===== config.mk =====
export PLATFORM = sky130hd
export DESIGN_NAME = sliding_average_flat
export DESIGN_NICKNAME = d
export VERILOG_FILES = /design/src/rtl/avg_pkg.sv /design/src/rtl/sliding_average_if.sv /design/src/rtl/sample_window_buffer.sv /design/src/rtl/sliding_average.sv /design/src/flat_wrapper.sv
export SDC_FILE = /design/constraint.sdc
export NUM_CORES = 1
export LEC_CHECK = 0
export BUFFER_PORTS_ARGS = -buffer_cell sky130_fd_sc_hd__clkbuf_2
export CAP_MARGIN = 20
export CORE_MARGIN = 2
export CORE_UTILIZATION = 45
export DETAILED_ROUTE_END_ITERATION = 7
export PLACE_DENSITY = 0.62
export SLEW_MARGIN = 10
export SYNTH_ARGS = -nofsm -noshare
export SYNTH_HDL_FRONTEND = slang
export SYNTH_SLANG_ARGS = --single-unit
export TNS_END_PERCENT = 50

===== constraint.sdc =====
create_clock -name clk -period 4.2 [get_ports clk]
set_clock_uncertainty 0.1 [all_clocks]
set_input_delay 0.42 -clock clk [delete_from_list [all_inputs] [get_ports clk]]
set_output_delay 0.42 -clock clk [all_outputs]
set_load 0.03 [all_outputs]

===== src/rtl/avg_pkg.sv =====
// rtl/avg_pkg.sv - shared widths and types for the sliding-average datapath
package avg_pkg;
    localparam int SAMPLE_W        = 8;
    localparam int SUM_W           = 11;
    localparam int MAX_WINDOW_LOG2 = 3;
    localparam int FILL_W          = 4;

    typedef logic [SAMPLE_W-1:0] sample_t;
    typedef logic [SUM_W-1:0]    sum_t;
    typedef logic [FILL_W-1:0]   fill_t;
endpackage


===== src/rtl/sliding_average_if.sv =====
// rtl/sliding_average_if.sv - sample stream in, window sum/average out
interface sliding_average_if;
    import avg_pkg::*;

    logic    clear;
    sample_t sample_in;
    logic    sample_valid;
    sum_t    sum_out;
    sample_t avg_out;
    logic    avg_valid;
    fill_t   fill_level;

    modport master (
        output clear, sample_in, sample_valid,
        input  sum_out, avg_out, avg_valid, fill_level
    );

    modport slave (
        input  clear, sample_in, sample_valid,
        output sum_out, avg_out, avg_valid, fill_level
    );
endinterface


===== src/rtl/sample_window_buffer.sv =====
// rtl/sample_window_buffer.sv - circular sample store with write pointer and fill level
module sample_window_buffer
    import avg_pkg::*;
#(
    parameter int WINDOW_LOG2 = 2
) (
    input  logic    clk,
    input  logic    rst,
    input  logic    clear_i,
    input  logic    push_i,
    input  sample_t data_i,
    output sample_t oldest_o,
    output logic    full_o,
    output fill_t   fill_level_o
);
    localparam int DEPTH = 1 << WINDOW_LOG2;
    // A depth-1 window still gets a 1-bit pointer; it simply never leaves slot 0.
    localparam int PTR_W = (WINDOW_LOG2 > 0) ? WINDOW_LOG2 : 1;
    localparam int SLOTS = 1 << PTR_W;
    localparam logic [PTR_W-1:0] LAST_PTR = PTR_W'(DEPTH - 1);
    localparam fill_t DEPTH_F = FILL_W'(DEPTH);

    sample_t          buf_q [SLOTS];
    logic [PTR_W-1:0] wr_ptr_q, wr_ptr_d;
    fill_t            fill_q, fill_d;

    always_comb begin
        wr_ptr_d = wr_ptr_q;
        fill_d   = fill_q;
        if (clear_i) begin
            wr_ptr_d = '0;
            fill_d   = '0;
        end else if (push_i) begin
            wr_ptr_d = (wr_ptr_q == LAST_PTR) ? '0 : wr_ptr_q + 1'b1;
            fill_d   = full_o ? fill_q : fill_q + 1'b1;
        end
    end

    always_ff @(posedge clk or posedge rst) begin
        if (rst) begin
            wr_ptr_q <= '0;
            fill_q   <= '0;
        end else begin
            wr_ptr_q <= wr_ptr_d;
            fill_q   <= fill_d;
        end
    end

    // Contents are never reset; fill level decides whether an entry is live.
    always_ff @(posedge clk) begin
        if (push_i && !clear_i) begin
            buf_q[wr_ptr_q] <= data_i;
        end
    end

    assign oldest_o     = buf_q[wr_ptr_q];
    assign full_o       = (fill_q == DEPTH_F);
    assign fill_level_o = fill_q;
endmodule


===== src/rtl/sliding_average.sv =====
// rtl/sliding_average.sv - windowed moving average; AVG_ROUND_EN selects round-half-up
module sliding_average
    import avg_pkg::*;
#(
    parameter int WINDOW_LOG2 = 2
) (
    input  logic             clk,
    input  logic             rst,
    sliding_average_if.slave bus
);
    generate
        if (WINDOW_LOG2 < 0 || WINDOW_LOG2 > MAX_WINDOW_LOG2) begin : g_bad_window
            $error("sliding_average: WINDOW_LOG2 must be 0..3");
        end
    endgenerate

    localparam fill_t LAST_FILL = FILL_W'((1 << WINDOW_LOG2) - 1);

    sample_t     oldest_raw, oldest;
    logic        full;
    fill_t       fill_level;
    logic [11:0] sum_wide;
    sample_t     avg_next;

    sum_t    sum_q, sum_d;
    sample_t avg_q, avg_d;
    logic    avg_valid_q, avg_valid_d;

    sample_window_buffer #(
        .WINDOW_LOG2(WINDOW_LOG2)
    ) u_window (
        .clk         (clk),
        .rst         (rst),
        .clear_i     (bus.clear),
        .push_i      (bus.sample_valid),
        .data_i      (bus.sample_in),
        .oldest_o    (oldest_raw),
        .full_o      (full),
        .fill_level_o(fill_level)
    );

    // During warm-up nothing has aged out yet, so nothing is subtracted.
    assign oldest   = full ? oldest_raw : '0;
    assign sum_wide = {1'b0, sum_q} + 12'(bus.sample_in) - 12'(oldest);

`ifdef AVG_ROUND_EN
    localparam logic [11:0] RND = 12'((1 << WINDOW_LOG2) >> 1);
    assign avg_next = sample_t'((sum_wide + RND) >> WINDOW_LOG2);
`else
    assign avg_next = sample_t'(sum_wide >> WINDOW_LOG2);
`endif

    always_comb begin
        sum_d       = sum_q;
        avg_d       = avg_q;
        avg_valid_d = 1'b0;
        if (bus.clear) begin
            sum_d = '0;
            avg_d = '0;
        end else if (bus.sample_valid) begin
            sum_d       = sum_t'(sum_wide);
            avg_d       = avg_next;
            avg_valid_d = full || (fill_level == LAST_FILL);
        end
    end

    always_ff @(posedge clk or posedge rst) begin
        if (rst) begin
            sum_q       <= '0;
            avg_q       <= '0;
            avg_valid_q <= 1'b0;
        end else begin
            sum_q       <= sum_d;
            avg_q       <= avg_d;
            avg_valid_q <= avg_valid_d;
        end
    end

    assign bus.sum_out    = sum_q;
    assign bus.avg_out    = avg_q;
    assign bus.avg_valid  = avg_valid_q;
    assign bus.fill_level = fill_level;
endmodule


===== src/flat_wrapper.sv =====
// flat-port wrapper written by rule: the top's interface ports become plain ports
module sliding_average_flat import avg_pkg::*;
#(
    parameter int WINDOW_LOG2 = 2
)
  (clk, rst, bus_clear, bus_sample_in, bus_sample_valid, bus_sum_out, bus_avg_out, bus_avg_valid, bus_fill_level);
  sliding_average_if bus_i ();
  input  logic clk;
  input  logic rst;
  input wire logic [$bits(bus_i.clear)-1:0] bus_clear;
  input wire logic [$bits(bus_i.sample_in)-1:0] bus_sample_in;
  input wire logic [$bits(bus_i.sample_valid)-1:0] bus_sample_valid;
  output wire logic [$bits(bus_i.sum_out)-1:0] bus_sum_out;
  output wire logic [$bits(bus_i.avg_out)-1:0] bus_avg_out;
  output wire logic [$bits(bus_i.avg_valid)-1:0] bus_avg_valid;
  output wire logic [$bits(bus_i.fill_level)-1:0] bus_fill_level;
  assign bus_i.clear = bus_clear;
  assign bus_i.sample_in = bus_sample_in;
  assign bus_i.sample_valid = bus_sample_valid;
  assign bus_sum_out = bus_i.sum_out;
  assign bus_avg_out = bus_i.avg_out;
  assign bus_avg_valid = bus_i.avg_valid;
  assign bus_fill_level = bus_i.fill_level;
  sliding_average #(.WINDOW_LOG2(WINDOW_LOG2)) u_core (.clk(clk), .rst(rst), .bus(bus_i));
endmodule

==> impl_metrics.toml, run 1 <==
[worst_setup_path]
crit_path_max_fanout = 8
crit_arrival_ns = 3.76
worstRegToRegCells = 12
crit_type = "flip-flop to flip-flop"
rr_startpoint = "u_core.u_window.wr_ptr_q[0]"
cp_slowest_stage_delay_ns = 0.56
critPathSlowestCell = "dfrtp_1"
required_ns = 4.30
start_kind = "flip-flop"
end_kind = "flip-flop"
r2r_slack_ns = 0.54
rr_endpoint = "u_core.bus.sum_out[10]"
crit_chain = "buf_4, mux4_2, nor2b_1, fa_1, inv_1, ha_1, a21oi_1, nor2_1, a211oi_1, a21o_1, o21ai_0, a2111o_1"

[route]
route.detailed.drc = 0
num_vias = 1832
drtAntennaViolNets = 0
wirelength_mm = 5.07
viasPerCell = 5.19
wl_per_cell_um = 14.4
first_pass_iters = 4
drtIter0Drc = 44

[clock_network]
cts_buffers = 5
cts_resized = 0
cts_setup_buffers = 0
holdBufCountCts = 0
root_buffer = "clkbuf_8"
cts.htree.levels = 2
clk_latency_ns = 0.31
cts_tree = "built"
clk_pin_slew_worst_paths_ns = 0.09
cts.sinks = 50
clk_path_buf_depth = 2

[grt]
grt_pass1_vias = 1758
track_usage = 0.156
grt_max_degree = 23
antenna_found_initial = 0
grt_first_pass_wirelength_mm = 8.63
grt_overflow_total = 0

[timing]
final.setup.tns_ns = 0
holdWs_ns = 0.102
fmax_mhz = 273
final_max_slew_viol_count = 0
setup_viol = 0
tightest_slew_ns = 0.741
rsz0062_at_grt = "no"
finalHoldViolCount = 0
max_slew_margin = 0.505
fin_crit_ns = 3.66
finalCritPeriodShare = 0.871

[yosys]
ys_ff_latch = 50
syn_avg_cell_area_um2 = 11.7
netlist_instances = 248
yosysSeqAreaShare = 0.488
syn_nets = 285
ys_types = 42
syn_area_um2 = 2890
ys_warn_count = 0

[floorplanning]
ios = 36
die_y_um = 84.1
rows = 29
die_w_um = 84.1
dieArea_um2 = 7080
start_util = 0.460
fp.coreArea_um2 = 6280

[power_and_ir_drop]
seqPwrFrac = 0.371
finalPower_mw = 1.64
p_leak_nw = 1.39
cellPowerDensity_nw_per_um2 = 513
p_int_mw = 1.01
combPwrFrac = 0.420
p_clk_frac = 0.209
peakVddDrop_mv = 0.271
p_sw_mw = 0.630
power_switching_share = 0.385

[hold_path]
hold_class = "primary input to async pin"

[final_layout]
syn_to_final_growth_pct = 10.4
final.fill_count = 577
drive_gt1_frac = 0.214
multi_input_area_um2 = 1230
seqCellArea_um2 = 1410
final_nets = 312
diodes = 0

[placed_design]
portBuffers = 35
hpwl_mm = 3.80
gp_congestion = 0.793

[status]
status = "complete, no violations"

[flow_run]
maxCapViolCount = 0
==> per-stage QoR <==
step | util | cells | setup WS, ns | instance area [um^2]
floorplan | - | 248 | 0.637 | 2890
global placement | 0.490 | 345 | 0.561 | 3080
detailed placement | 0.490 | 345 | 0.546 | 3080
CTS | 0.508 | 353 | 0.526 | 3190
global route | 0.508 | 353 | 0.321 | 3190
finish | 0.508 | 353 | 0.543 | 3190
==> synthesized netlist by cell type <==
cell	n	area, um^2
nor2_1	18	67.6
nand3b_1	1	7.51
a31o_1	1	8.76
o22ai_1	1	6.26
and2_1	4	25.0
a221o_1	1	10.0
or3b_2	1	8.76
nand4_1	3	18.8
a21o_1	2	15.0
and2b_1	1	7.51
nor2b_1	8	50.1
o21bai_4	1	18.8
buf_4	8	60.1
a21boi_0	1	7.51
mux4_2	8	180
xor2_1	2	17.5
a2111o_1	1	11.3
nor4_1	2	12.5
edfxtp_1	32	961
o21ba_2	1	10.0
inv_1	41	154
a211oi_1	3	22.5
a21oi_1	12	60.1
ha_1	17	213
nand2b_1	1	6.26
o31a_4	1	17.5
buf_1	1	3.75
nand3_1	8	40.0
a211oi_4	1	20.0
buf_2	1	5.00
or3_1	2	12.5
mux2i_1	7	70.1
o21a_2	1	8.76
clkbuf_1	6	22.5
nand2_1	10	37.5
and3_1	1	6.26
nor3_1	4	20.0
xnor2_1	2	17.5
nor2b_4	1	13.8
dfrtp_1	18	450
fa_1	8	160
o21ai_0	5	25.0
==> registers in the layout, indices dropped and copies added, names as in the netlist <==
signal and flops:
u_core.bus.sum_out 4, u_core.bus.avg_valid 1, u_core.bus.avg_out 7, u_core.u_window.wr_ptr_q 2
u_core.u_window.fill_level_o 4, u_core.u_window.buf_q 32
==> metal layers <==
layer / GRT usage / share of wire / vias up
li1: - / - / 899
met3: 0.0374 / 0.046 / 5
met1: 0.228 / 0.48 / 884
met4: 0.0513 / 0.013 / 0
met2: 0.232 / 0.46 / 44
met5: 0 / 0 / -
==> final cells by class <==
| class | count | share of cell area |
|---|---|---|
| flip-flops and latches | 50 | 0.442 |
| repair buffers | 36 | 0.0573 |
| clock buffers | 5 | 0.0216 |
| clock inverters | 3 | 0.0137 |
| multi-input cells | 141 | 0.387 |
| well taps | 77 | 0.0302 |
| inverters | 41 | 0.0482 |
==> logic make-up after synthesis <==
kind of cell,after synthesis,synth area share
simple gates,65,0.116
buf+inv,57,0.0848
flops,50,0.488
compound gates,32,0.0836
fa+ha+maj,25,0.129
mux,15,0.0866
xor+xnor,4,0.0121
==> worst max path at each step <==
stage	start	endpoint	slack (ns)	depth (start not counted)
6_report	u_core.u_window.wr_ptr_q[0]	u_core.bus.sum_out[10]	0.54	12
5_1_grt	u_core.u_window.wr_ptr_q[0]	u_core.bus.sum_out[10]	0.32	12
4_1_cts	u_core.u_window.wr_ptr_q[0]	u_core.bus.sum_out[10]	0.53	12
3_5_place_dp	u_core.u_window.wr_ptr_q[0]	u_core.bus.sum_out[10]	0.55	12
3_3_place_gp	u_core.u_window.wr_ptr_q[0]	u_core.bus.sum_out[10]	0.56	12
2_1_floorplan	u_core.u_window.fill_level_o[0]	u_core.bus.avg_out[6]	0.64	14
==> power by group through the flow <==
stage	logic (mW)	registers, mW	clock network (mW)
after floorplan	0.512	0.676	0
after global placement	0.681	0.618	0
after detailed placement	0.690	0.620	0
after CTS	0.693	0.609	0.353
after global routing	0.768	0.617	0.371
final	0.688	0.607	0.342
==> cell usage in the layout (no fill, tap or decap), types with 2 or more instances in the layout <==
master	synthesis	routed
mux2i_1	7	7
a211oi_1	3	3
nor4_1	2	2
nand2_1	10	10
xnor2_1	2	2
xor2_1	2	2
or3_1	2	2
inv_1	41	41
a21oi_1	12	12
ha_1	17	17
fa_1	8	8
nor2_1	18	18
clkbuf_8	0	5
nor2b_1	8	8
and2_1	4	4
dfrtp_1	18	18
mux4_2	8	8
edfxtp_1	32	32
nand3_1	8	8
clkbuf_2	0	35
nand4_1	3	3
nor3_1	4	4
o21ai_0	5	5
a21o_1	2	2
==> worst max-delay path, delay by kind of cell (launching register included) <==
kind                       cells  cell delay (ns)
and+or+nand+nor                2             0.24
DFF                            1             0.56
adders and majority gates      2             0.84
buffers and inverters          2             0.29
AOI/OAI and AO/OA              5             1.02
muxes                          1             0.52
Note: power is estimated with default switching activity, not from simulation.
==> inputs of run 2 (changes only) <==
Clock period 4.2 ns to 4.7 ns, I/O delays scaled along.
==> impl_metrics.toml, run 2 (synthesized netlist as in run 1, its figures left out) <==
[clock_network]
clk_path_buf_depth = 2
clk_latency_ns = 0.31
cts_tree = "built"
clk_pin_slew_worst_paths_ns = 0.10
cts.htree.levels = 2
cts_setup_buffers = 0
holdBufCountCts = 0
cts_resized = 0
root_buffer = "clkbuf_8"
cts_buffers = 5
cts.sinks = 50

[route]
num_vias = 1817
drtIter0Drc = 89
viasPerCell = 5.16
wl_per_cell_um = 14.9
route.detailed.drc = 0
first_pass_iters = 4
drtAntennaViolNets = 0
wirelength_mm = 5.24

[timing]
final_max_slew_viol_count = 0
finalHoldViolCount = 0
final.setup.tns_ns = 0
fmax_mhz = 260
rsz0062_at_grt = "no"
fin_crit_ns = 3.84
setup_viol = 0
finalCritPeriodShare = 0.818
max_slew_margin = 0.507
holdWs_ns = 0.148
tightest_slew_ns = 0.739

[worst_setup_path]
required_ns = 4.80
crit_type = "flip-flop to flip-flop"
crit_path_max_fanout = 13
start_kind = "flip-flop"
crit_arrival_ns = 3.94
end_kind = "flip-flop"

[grt]
grt_pass1_vias = 1820
track_usage = 0.159
antenna_found_initial = 0
grt_max_degree = 23
grt_first_pass_wirelength_mm = 8.83
grt_overflow_total = 0

[final_layout]
largest_reg_flops = 32
stdcell_area_um2 = 3190
drive_gt1_frac = 0.211
fin_util = 0.508
layout_common_cells = "inv_1 (41), clkbuf_2 (35), edfxtp_1 (32), nor2_1 (18), dfrtp_1 (18)"
final_nets = 311
diodes = 0
final_common_cell = "inv_1"
syn_to_final_growth_pct = 10.4
regMostFlops = "u_core.u_window.buf_q"

[power_and_ir_drop]
p_leak_nw = 1.39
cellPowerDensity_nw_per_um2 = 466
peakVddDrop_mv = 0.322
finalPower_mw = 1.49

[floorplanning]
die_w_um = 84.1
dieArea_um2 = 7080
rows = 29
fp.coreArea_um2 = 6280
start_util = 0.460
ios = 36
die_y_um = 84.1

[placed_design]
portBuffers = 35
hpwl_mm = 3.82
place_area_um2 = 3070
gp_congestion = 0.810

[hold_path]
hold_class = "primary input to async pin"

[status]
status = "complete, no violations"

[flow_run]
maxCapViolCount = 0
## run 2: worst paths after layout
kind,start,slack (ns),cells after the start,end
setup reg to reg,u_core.u_window.wr_ptr_q[0],0.86,11,u_core.bus.avg_out[6]
setup / recovery,u_core.u_window.wr_ptr_q[0],0.86,11,u_core.bus.avg_out[6]
hold / removal,rst,0.15,2,u_core.bus.avg_valid
max in group asynchronous,rst,3.88,2,u_core.bus.avg_out[5]
hold reg to reg,u_core.u_window.fill_level_o[3],0.43,1,u_core.bus.avg_valid
min in group clk,bus_sample_in[2],0.29,1,u_core.u_window.buf_q[1][2]
## run 2: stage by stage
| stage | worst slack (ns) | instances |
|---|---|---|
| finish | 0.856 | 352 |
| global route | 0.655 | 352 |
| CTS | 0.813 | 352 |
| detailed placement | 0.830 | 344 |
| global placement | 0.893 | 344 |
| floorplan | 1.14 | 248 |
## run 2: worst max-delay path, stage by stage, from the launching register on
cell	delay, ns
dfrtp_1	0.75
mux4_2	0.58
nor2b_1	0.16
fa_1	0.49
inv_1	0.04
ha_1	0.33
nor2b_4	0.15
o31a_4	0.30
o21bai_4	0.17
a21boi_0	0.13
or3_1	0.33
a31o_1	0.22
## run 2: final cells by class
class | count | area [um^2]
Clock buffer | 6 | 82.6
Fill cell | 578 | 3090
Multi-Input combinational cell | 141 | 1230
Inverter | 41 | 154
Clock inverter | 2 | 38.8
Tap cell | 77 | 96.3
Sequential cell | 50 | 1410
Timing Repair Buffer | 35 | 175
## run 2: per-layer routing
metal / global-route usage / vias up / share of wire
li1: - / 889 / -
met1: 0.220 / 875 / 0.48
met2: 0.253 / 44 / 0.47
met3: 0.0315 / 9 / 0.039
met4: 0.0513 / 0 / 0.013
met5: 0 / - / 0
## run 2: power breakdown
| group | total (mW) | switching, mW | internal, mW |
|---|---|---|---|
| logic | 0.613 | 0.381 | 0.232 |
| registers | 0.546 | 0.0392 | 0.506 |
| clock network | 0.328 | 0.153 | 0.175 |
==> inputs of run 3 (changes only) <==
Settings changed: PLACE_DENSITY 0.62 to 0.65.
Clock period 4.7 ns to 3.21 ns, I/O delays scaled along.
==> impl_metrics.toml, run 3 (synthesized netlist as in run 1, its figures left out) <==
[timing]
rsz0062_at_grt = "yes"
fin_ws_ns = -0.168
finalCritPeriodShare = 1.05
setup_viol = 3
holdWs_ns = 0.0266
finalHoldViolCount = 0
fmax_mhz = 296
tightest_slew_ns = 0.785
fin_crit_ns = 3.38
final_max_slew_viol_count = 0
max_slew_margin = 0.476

[power_and_ir_drop]
peakVddDrop_mv = 0.449
finalPower_mw = 2.30
p_leak_nw = 1.53
cellPowerDensity_nw_per_um2 = 661

[worst_setup_path]
r2r_slack_ns = -0.17
critPathSlowestCell = "mux4_2"
crit_path_max_fanout = 9
worstRegToRegCells = 12
crit_arrival_ns = 3.47
rr_endpoint = "u_core.bus.sum_out[10]"
crit_chain = "buf_6, mux4_2, nor2b_1, fa_1, inv_1, ha_4, o21a_2, o31a_4, o21bai_4, a211oi_4, and3_1, a2111o_1"
end_kind = "flip-flop"
required_ns = 3.30
rr_startpoint = "u_core.u_window.wr_ptr_q[0]"
start_kind = "flip-flop"
cp_slowest_stage_delay_ns = 0.50
crit_type = "flip-flop to flip-flop"

[final_layout]
drive_gt1_frac = 0.336
final_nets = 340
fin_util = 0.554
largest_reg_flops = 32
diodes = 0
layout_common_cells = "inv_1 (40), clkbuf_2 (35), edfxtp_1 (32), buf_4 (25), nor2_1 (18)"
syn_to_final_growth_pct = 20.4
stdcell_area_um2 = 3480
final_common_cell = "inv_1"
regMostFlops = "u_core.u_window.buf_q"

[route]
first_pass_iters = 4
drtAntennaViolNets = 0
drtIter0Drc = 44
num_vias = 1899
wl_per_cell_um = 14.1
viasPerCell = 4.98
wirelength_mm = 5.38
route.detailed.drc = 0

[floorplanning]
fp.coreArea_um2 = 6280
die_y_um = 84.1
ios = 36
dieArea_um2 = 7080
die_w_um = 84.1
rows = 29
start_util = 0.460

[grt]
track_usage = 0.160
grt_overflow_total = 0
grt_pass1_vias = 1902
grt_max_degree = 23
grt_first_pass_wirelength_mm = 8.91
antenna_found_initial = 0

[placed_design]
gp_congestion = 0.776
portBuffers = 35
hpwl_mm = 4.02
place_area_um2 = 3330

[clock_network]
clk_path_buf_depth = 2
cts.htree.levels = 2
clk_latency_ns = 0.30
cts_buffers = 5
root_buffer = "clkbuf_8"
cts.sinks = 50
cts_tree = "built"
clk_pin_slew_worst_paths_ns = 0.10

[hold_path]
hold_class = "primary input to async pin"

[status]
failed_checks = "negative setup slack"
status = "complete, but fails checks"

[flow_run]
maxCapViolCount = 0
## run 3: cell types whose count changed in the layout (fill, tap and decap cells not counted), moves of 3 or more
cell | before | now
ha_4 | 0 | 3
buf_4 | 0 | 25
ha_1 | 17 | 13
a21oi_1 | 12 | 9
buf_6 | 0 | 3
a21oi_2 | 0 | 3
## run 3: layout make-up
| type | count | area, um^2 |
|---|---|---|
| fillers | 544 | 2800 |
| clock inverters | 3 | 22.5 |
| multi-input cells | 141 | 1310 |
| inverters | 41 | 154 |
| well taps | 77 | 96.3 |
| clock buffers | 5 | 68.8 |
| repair buffers | 64 | 417 |
| flip-flops and latches | 50 | 1410 |
## run 3: worst max path at each step
stage,startpoint,to,cells after the start
floorplan,u_core.u_window.wr_ptr_q[0],u_core.bus.sum_out[10],12
global placement,u_core.u_window.wr_ptr_q[0],u_core.bus.sum_out[10],12
detailed placement,u_core.u_window.wr_ptr_q[0],u_core.bus.sum_out[10],12
CTS,u_core.u_window.wr_ptr_q[0],u_core.bus.sum_out[10],14
global route,u_core.u_window.fill_level_o[0],u_core.bus.sum_out[10],14
finish,u_core.u_window.wr_ptr_q[0],u_core.bus.sum_out[10],12
## run 3: where the power goes
group	leakage, nW	switching (mW)	total [mW]	internal (mW)
registers	0.528	0.0496	0.791	0.742
clock network	0.0489	0.223	0.381	0.158
logic	0.952	0.623	1.13	0.503
## run 3: what timing repair did
item	4_1_cts	5_1_grt
endpoints found under the setup margin	5	6
hold buffers	0	0
setup buffers	1	0
resized for setup	1	11
pin swaps	4	8
## run 3: critical path, delay by kind of cell, from the launching register on
kind / cells / cell delay [ns]
AOI/OAI and AO/OA: 5 / 0.96
buffers and inverters: 2 / 0.24
muxes: 1 / 0.50
adders and majority gates: 2 / 0.71
DFF: 1 / 0.41
and+or+nand+nor: 2 / 0.34
## run 3: layer usage
| layer | global-route usage | part of all wire |
|---|---|---|
| met2 | 0.256 | 0.47 |
| met4 | 0.0440 | 0.0084 |
| met5 | 0 | 0 |
| met1 | 0.226 | 0.48 |
| met3 | 0.0295 | 0.035 |
## run 3: stage by stage
step / setup TNS (ns) / setup WS [ns] / cells
after floorplan: -0.425 / -0.169 / 248
after global placement: -0.434 / -0.138 / 372
after detailed placement: -0.718 / -0.223 / 372
after CTS: -0.540 / -0.176 / 381
after global routing: -1.18 / -0.275 / 381
final: -0.419 / -0.168 / 381
